==> src/rtl/dmem_bridge_if.sv <==
// Core load/store port and external data-memory handshake of dmem_bridge.
// slave is the bridge's view; master is the core-plus-memory environment's view.
interface dmem_bridge_if;
  logic        memwrite;
  logic        memread;
  logic [31:0] aluout;
  logic [31:0] writedata;
  logic [3:0]  be;
  logic [31:0] readdata;
  logic        stall;
  logic        wb_empty;
  logic        mem_req;
  logic        mem_we;
  logic [31:0] mem_addr;
  logic [31:0] mem_wdata;
  logic [3:0]  mem_be;
  logic        mem_ready;
  logic        mem_rvalid;
  logic [31:0] mem_rdata;

  modport slave (
    input  memwrite, memread, aluout, writedata, be,
    input  mem_ready, mem_rvalid, mem_rdata,
    output readdata, stall, wb_empty,
    output mem_req, mem_we, mem_addr, mem_wdata, mem_be
  );

  modport master (
    output memwrite, memread, aluout, writedata, be,
    output mem_ready, mem_rvalid, mem_rdata,
    input  readdata, stall, wb_empty,
    input  mem_req, mem_we, mem_addr, mem_wdata, mem_be
  );
endinterface

==> src/rtl/dmem_bridge.sv <==
// Data-side bridge: posted write buffer plus blocking load FSM toward a handshaked memory.
// Define DMEM_BRIDGE_FWD_EN to forward full-word buffered stores to loads in IDLE.
module dmem_bridge #(
  parameter int WB_DEPTH = 4
) (
  input  logic          clk,
  input  logic          reset,
  dmem_bridge_if.slave  bus
);
  localparam int AW = $clog2(WB_DEPTH);
  localparam int CW = AW + 1;

  localparam logic [2:0] IDLE    = 3'd0;
  localparam logic [2:0] DRAIN   = 3'd1;
  localparam logic [2:0] RD_REQ  = 3'd2;
  localparam logic [2:0] RD_WAIT = 3'd3;
  localparam logic [2:0] RD_DONE = 3'd4;

  logic [2:0]    state_q, state_d;
  logic [CW-1:0] cnt_q, cnt_d;
  logic [AW-1:0] wr_ptr_q, wr_ptr_d;
  logic [AW-1:0] rd_ptr_q, rd_ptr_d;
  logic [31:0]   rdata_q, rdata_d;

  logic [29:0]   wb_addr_q [WB_DEPTH];
  logic [31:0]   wb_data_q [WB_DEPTH];
  logic [3:0]    wb_be_q   [WB_DEPTH];

  logic          full, empty, push, pop, drain_act;
  logic          fwd_hit;
  logic [31:0]   fwd_data;
  logic          unused_lsb;

  assign unused_lsb = ^bus.aluout[1:0];

  assign full      = (cnt_q == CW'(WB_DEPTH));
  assign empty     = (cnt_q == '0);
  // A pop in the same cycle never frees the slot for a push; full uses the registered count.
  assign push      = bus.memwrite && !full;
  assign drain_act = !empty && ((state_q == IDLE) || (state_q == DRAIN));
  assign pop       = drain_act && bus.mem_ready;

`ifdef DMEM_BRIDGE_FWD_EN
  logic          fwd_match;
  logic [3:0]    fwd_be;
  logic [AW-1:0] fwd_idx;

  // Walk oldest to youngest so the last match wins.
  always_comb begin
    fwd_match = 1'b0;
    fwd_be    = 4'h0;
    fwd_data  = 32'h0;
    fwd_idx   = '0;
    for (int i = 0; i < WB_DEPTH; i++) begin
      fwd_idx = rd_ptr_q + AW'(i);
      if ((CW'(i) < cnt_q) && (wb_addr_q[fwd_idx] == bus.aluout[31:2])) begin
        fwd_match = 1'b1;
        fwd_be    = wb_be_q[fwd_idx];
        fwd_data  = wb_data_q[fwd_idx];
      end
    end
    fwd_hit = (state_q == IDLE) && bus.memread && fwd_match && (fwd_be == 4'hF);
  end
`else
  assign fwd_hit  = 1'b0;
  assign fwd_data = 32'h0;
`endif

  always_comb begin
    cnt_d    = cnt_q;
    wr_ptr_d = wr_ptr_q;
    rd_ptr_d = rd_ptr_q;
    case ({push, pop})
      2'b10:   cnt_d = cnt_q + CW'(1);
      2'b01:   cnt_d = cnt_q - CW'(1);
      default: cnt_d = cnt_q;
    endcase
    if (push) wr_ptr_d = wr_ptr_q + AW'(1);
    if (pop)  rd_ptr_d = rd_ptr_q + AW'(1);
  end

  always_comb begin
    state_d = state_q;
    rdata_d = rdata_q;
    case (state_q)
      IDLE: begin
        if (bus.memread && !fwd_hit) state_d = empty ? RD_REQ : DRAIN;
      end
      DRAIN: begin
        if (empty) state_d = RD_REQ;
      end
      RD_REQ: begin
        if (bus.mem_ready && bus.mem_rvalid) begin
          rdata_d = bus.mem_rdata;
          state_d = RD_DONE;
        end else if (bus.mem_ready) begin
          state_d = RD_WAIT;
        end
      end
      RD_WAIT: begin
        if (bus.mem_rvalid) begin
          rdata_d = bus.mem_rdata;
          state_d = RD_DONE;
        end
      end
      RD_DONE: state_d = IDLE;
      default: state_d = IDLE;
    endcase
  end

  always_comb begin
    bus.stall = 1'b0;
    case (state_q)
      IDLE:                  bus.stall = bus.memread && !fwd_hit;
      DRAIN, RD_REQ, RD_WAIT: bus.stall = 1'b1;
      default:               bus.stall = 1'b0;
    endcase
    if (bus.memwrite && full) bus.stall = 1'b1;
  end

  always_comb begin
    bus.mem_req   = 1'b0;
    bus.mem_we    = 1'b0;
    bus.mem_addr  = 32'h0;
    bus.mem_wdata = 32'h0;
    bus.mem_be    = 4'h0;
    if (drain_act) begin
      bus.mem_req   = 1'b1;
      bus.mem_we    = 1'b1;
      bus.mem_addr  = {wb_addr_q[rd_ptr_q], 2'b00};
      bus.mem_wdata = wb_data_q[rd_ptr_q];
      bus.mem_be    = wb_be_q[rd_ptr_q];
    end else if (state_q == RD_REQ) begin
      bus.mem_req  = 1'b1;
      bus.mem_addr = {bus.aluout[31:2], 2'b00};
    end
  end

  assign bus.readdata = fwd_hit ? fwd_data : rdata_q;
  assign bus.wb_empty = empty;

  // Control state and the load-data register
  always_ff @(posedge clk) begin
    if (reset) begin
      state_q  <= IDLE;
      cnt_q    <= '0;
      wr_ptr_q <= '0;
      rd_ptr_q <= '0;
      rdata_q  <= 32'h0;
    end else begin
      state_q  <= state_d;
      cnt_q    <= cnt_d;
      wr_ptr_q <= wr_ptr_d;
      rd_ptr_q <= rd_ptr_d;
      rdata_q  <= rdata_d;
    end
  end

  // Buffer storage: validity comes from the pointers, so no reset
  always_ff @(posedge clk) begin
    if (push) begin
      wb_addr_q[wr_ptr_q] <= bus.aluout[31:2];
      wb_data_q[wr_ptr_q] <= bus.writedata;
      wb_be_q[wr_ptr_q]   <= bus.be;
    end
  end
endmodule

==> src/flat_wrapper.sv <==
// flat-port wrapper written by rule: the top's interface ports become plain ports
module dmem_bridge_flat 
#(
  parameter int WB_DEPTH = 4
)
  (clk, reset, bus_memwrite, bus_memread, bus_aluout, bus_writedata, bus_be, bus_mem_ready, bus_mem_rvalid, bus_mem_rdata, bus_readdata, bus_stall, bus_wb_empty, bus_mem_req, bus_mem_we, bus_mem_addr, bus_mem_wdata, bus_mem_be);
  dmem_bridge_if bus_i ();
  input  logic clk;
  input  logic reset;
  input wire logic [$bits(bus_i.memwrite)-1:0] bus_memwrite;
  input wire logic [$bits(bus_i.memread)-1:0] bus_memread;
  input wire logic [$bits(bus_i.aluout)-1:0] bus_aluout;
  input wire logic [$bits(bus_i.writedata)-1:0] bus_writedata;
  input wire logic [$bits(bus_i.be)-1:0] bus_be;
  input wire logic [$bits(bus_i.mem_ready)-1:0] bus_mem_ready;
  input wire logic [$bits(bus_i.mem_rvalid)-1:0] bus_mem_rvalid;
  input wire logic [$bits(bus_i.mem_rdata)-1:0] bus_mem_rdata;
  output wire logic [$bits(bus_i.readdata)-1:0] bus_readdata;
  output wire logic [$bits(bus_i.stall)-1:0] bus_stall;
  output wire logic [$bits(bus_i.wb_empty)-1:0] bus_wb_empty;
  output wire logic [$bits(bus_i.mem_req)-1:0] bus_mem_req;
  output wire logic [$bits(bus_i.mem_we)-1:0] bus_mem_we;
  output wire logic [$bits(bus_i.mem_addr)-1:0] bus_mem_addr;
  output wire logic [$bits(bus_i.mem_wdata)-1:0] bus_mem_wdata;
  output wire logic [$bits(bus_i.mem_be)-1:0] bus_mem_be;
  assign bus_i.memwrite = bus_memwrite;
  assign bus_i.memread = bus_memread;
  assign bus_i.aluout = bus_aluout;
  assign bus_i.writedata = bus_writedata;
  assign bus_i.be = bus_be;
  assign bus_i.mem_ready = bus_mem_ready;
  assign bus_i.mem_rvalid = bus_mem_rvalid;
  assign bus_i.mem_rdata = bus_mem_rdata;
  assign bus_readdata = bus_i.readdata;
  assign bus_stall = bus_i.stall;
  assign bus_wb_empty = bus_i.wb_empty;
  assign bus_mem_req = bus_i.mem_req;
  assign bus_mem_we = bus_i.mem_we;
  assign bus_mem_addr = bus_i.mem_addr;
  assign bus_mem_wdata = bus_i.mem_wdata;
  assign bus_mem_be = bus_i.mem_be;
  dmem_bridge #(.WB_DEPTH(WB_DEPTH)) u_core (.clk(clk), .reset(reset), .bus(bus_i));
endmodule
==> config.mk <==
export PLATFORM = sky130hd
export DESIGN_NAME = dmem_bridge_flat
export DESIGN_NICKNAME = d
export VERILOG_FILES = /design/src/rtl/dmem_bridge_if.sv /design/src/rtl/dmem_bridge.sv /design/src/flat_wrapper.sv
export SDC_FILE = /design/constraint.sdc
export NUM_CORES = 1
export LEC_CHECK = 0
export CORE_MARGIN = 2
export CORE_UTILIZATION = 40
export CTS_CLUSTER_SIZE = 14
export DETAILED_ROUTE_END_ITERATION = 8
export PLACE_DENSITY = 0.7
export SLEW_MARGIN = 20
export SYNTH_ARGS = -nofsm -noshare
export SYNTH_HDL_FRONTEND = slang
export SYNTH_SLANG_ARGS = --single-unit
==> constraint.sdc <==
create_clock -name clk -period 3.2 [get_ports clk]
set_clock_uncertainty 0.1 [all_clocks]
set_input_delay 0.64 -clock clk [delete_from_list [all_inputs] [get_ports clk]]
set_output_delay 0.64 -clock clk [all_outputs]
set_load 0.01 [all_outputs]
==> key figures <==
Timing
  – Max_slew headroom: 0.593
  – Fin crit period: approximately 3.1 ns
  – Highest clock rate: 320 MHz
  – Setup violators final: 0
  – Unrepaired setup endpoints after global routing: false
  – Max Slew Vio Count: 0
  – Worst Tran Pin Value: approximately 0.61 ns
  – Hold Vio Cnt, Final: 0
  – Tcrit/Tclk final: 0.977

Place
  – I/O Buffers: 205
  – Post-DP HPWL: around 15 mm
  – Placed Area: roughly 15000 sq um
  – Gpl congestion: about 0.74
  – Inst Count DP: approximately 1.2k

Routing
  – # DRC: 0
  – First-pass iteration count of the detailed router: 4
  – Final ANT Viol Nets: 0
  – Via/cell ratio: roughly 5.2
  – Vias after detailed routing: ~6.7k
  – Total wire length: 26.2 mm
  – Initial DRC Count: between 300 and 400
  – WL/cell: just over 20 um

Final layout
  – Final nets: a little under 1k
  – Layout area overhead: 33.7%
  – Most common cell after layout, fill and taps aside: edfxtp_1
  – Final Cell Area: 15800 sq um
  – Most frequent cells in the layout: edfxtp_1 (264), clkdlybuf4s50_1 (157), nand2_1 (68), mux4_2 (66), dfxtp_1 (41)
  – Final std cells w/o fill: 1294
  – Fillers: about 2.3k
  – Layout cells sized above 1: 0.181

Setup path
  – CP Max Fanout: 15
  – CP max-delay cell: mux4_2
  – Worst EP arrival: about 2.4 ns
  – Critical path class: reg2out
  – CP max stage delay: ~0.50 ns
  – Reg2Reg Depth: 9
  – R2r endpoint: u_core.cnt_q[2]
  – Worst Setup End Kind: output port
  – Worst reg-to-reg setup slack: 0.55 ns
  – CP cell instances: clkbuf_16, mux4_2, and3_1, clkdlybuf4s50_1
  – R2R Path Start: u_core.cnt_q[0]
  – CP Data Required Time: 2.46 ns
  – Worst Setup EP: bus_mem_wdata[21]
  – Startpoint Class: flip-flop

Synth
  – Compound-Gate Fraction of Synth Area: 0.0442
  – Mapped Cells: ~650
  – Mux share of post-synthesis cell area: 0.127
  – Main combinational cell family by area after synthesis: multiplexers
  – Simple-Gate Fraction of Synth Area: 0.0553
  – Post-Synth XOR/XNOR Area: 0.00369
  – Synth unique cells: 37
  – Adder-Cell Fraction of Synth Area: 0.00697
  – Synth warn: 0
  – Post-synthesis cell area: around 12000 sq um
  – Sequential-to-total area share from yosys stat: 0.743
  – Synthesized area per cell: 18.3 sq um
  – Synth Register Bits: a little over 300

Global route
  – First-pass GRT wire length: 39.5 mm
  – GRT Total Usage: 0.166
  – Largest net degree at the start of global routing: 63
  – Vias in the first global route: approximately 6.8k
  – Grt total ovfl: 0
  – Initial antenna violation count: 1

Power and ir drop
  – Static leakage: between 5 and 6 nW
  – Worst ir drop on vdd: between 0.5 and 0.6 mV
  – Pwr per Cell Area: roughly 790 nW/um^2

Die
  – Full die area: between 30000 and 40000 sq um
  – I/O pins: 210
  – Chip Height: between 150 and 200 um
  – Die W: 176 um
  – Row Count: 63
  – Core area: about 30000 sq um
  – Initial core utilization: 0.403

Clock network
  – CTS clk-pin slew, worst paths: 0.05 ns
  – Clk_lat worst skew: 0.50 ns
  – Number of levels in the clock H-tree: 2
  – TritonCTS clock tree: built
  – Num CTS Buffers: 35
  – CTS Buffer Depth: 3
  – Clk sink count: between 300 and 400
  – Clock Tree Root: clkbuf_16

Outcome
  – Outcome: complete, no violations

Flow run
  – Max cap viols: 0

Min path
  – Worst min-delay path startpoint: u_core.bus.readdata[2]
  – Hold Path Class: reg2reg
  – Hold depth: 2
## synth_stat cells, drive strengths merged
master	count	area [sq um]
edfxtp	264	7930
nand2	68	255
mux4	66	1490
dfxtp	44	881
and3	37	231
a21oi	35	175
a22o	30	263
clkbuf	22	82.6
buf	21	115
nor2	14	52.6
inv	8	30.0
ha	5	62.6
and2	4	25.0
o21ai	4	20.0
xor2	3	26.3
mux2i	2	20.0
or3	2	12.5
xnor2	2	17.5
a21boi	1	7.51
a221oi	1	8.76
a311oi	1	15.0
a32oi	1	27.5
conb	1	3.75
fa	1	20.0
nand2b	1	8.76
nand3	1	5.00
nand4	1	6.26
nor2b	1	6.26
nor3	1	5.00
nor3b	1	12.5
nor4b	1	15.0
o21a	1	7.51
or3b	1	8.76
or4	1	11.3
## per-layer routing
metal  track usage  part of all wire  routed length (um)
met2         0.275              0.49               12800
met4        0.0444             0.021                 555
met3        0.0401             0.059                1540
met5             0                 0                   0
met1         0.222              0.43               11300
## worst min path at each step
| stage | slack [ns] | to |
|---|---|---|
| global route | 0.37 | u_core.bus.readdata[26] |
| detailed placement | 0.35 | u_core.bus.readdata[2] |
| CTS | 0.35 | u_core.bus.readdata[2] |
| finish | 0.35 | u_core.bus.readdata[2] |
| floorplan | 0.38 | u_core.bus.readdata[0] |
| global placement | 0.34 | u_core.bus.readdata[2] |
## worst max-delay path: cells and delay by family, from the launching register on
family,cells,cell delay [ns]
buffers and inverters,2,0.73
and+or+nand+nor,1,0.19
muxes,1,0.50
DFF,1,0.45
## where the power goes
group | switching (mW) | internal, mW
registers | 0.168 | 4.79
clock network | 1.52 | 2.19
logic | 1.84 | 2.04
## per-stage QoR
step           setup TNS, ns  hold slack [ns]  power [mW]  utilization  worst slack [ns]
2_1_floorplan              0            0.381        7.10            -            0.0445
3_3_place_gp               0            0.341        8.88        0.495             0.465
3_5_place_dp               0            0.347        8.92        0.495             0.470
4_1_cts               -0.110            0.354        12.6        0.531           -0.0444
5_1_grt                    0            0.367        13.1        0.539           0.00115
6_report                   0            0.354        12.5        0.539            0.0724
## registers in the layout (all words and copies together) (netlist names), named ones only
signal	cells
u_core.wb_data_q	128
u_core.wb_addr_q	120
u_core.bus.readdata	32
u_core.wb_be_q	16
u_core.cnt_q	3
u_core.state_q	3
u_core.rd_ptr_q	2
u_core.wr_ptr_q	2
## repair_timing
action | 4_1_cts | 5_1_grt
setup endpoints to repair | 42 | 48
hold buffers | 0 | 0
cloned | 0 | 2
setup buffers | 1 | 7
gates resized for setup | 15 | 37
## cells by family (layout without fill, tap and decap cells)
logic type,Yosys count,after routing
AOI/OAI and AO/OA,74,74
xor gates and xnor gates,5,5
adders and majority gates,6,6
buffers and inverters,51,306
DFF,308,308
muxes,68,68
other,1,3
and+or+nand+nor,134,134
## cell type report
type,instances,area [sq um],share of cell area
clock inverters,18,123,0.00774
diodes,1,2.50,0.000158
flip-flops and latches,308,8820,0.556
clock buffers,43,948,0.0598
inverters,8,32.5,0.00205
repair buffers,237,2600,0.164
well taps,390,488,0.0308
multi-input cells,289,2840,0.179
No activity file was read; power rests on OpenSTA's default activity.
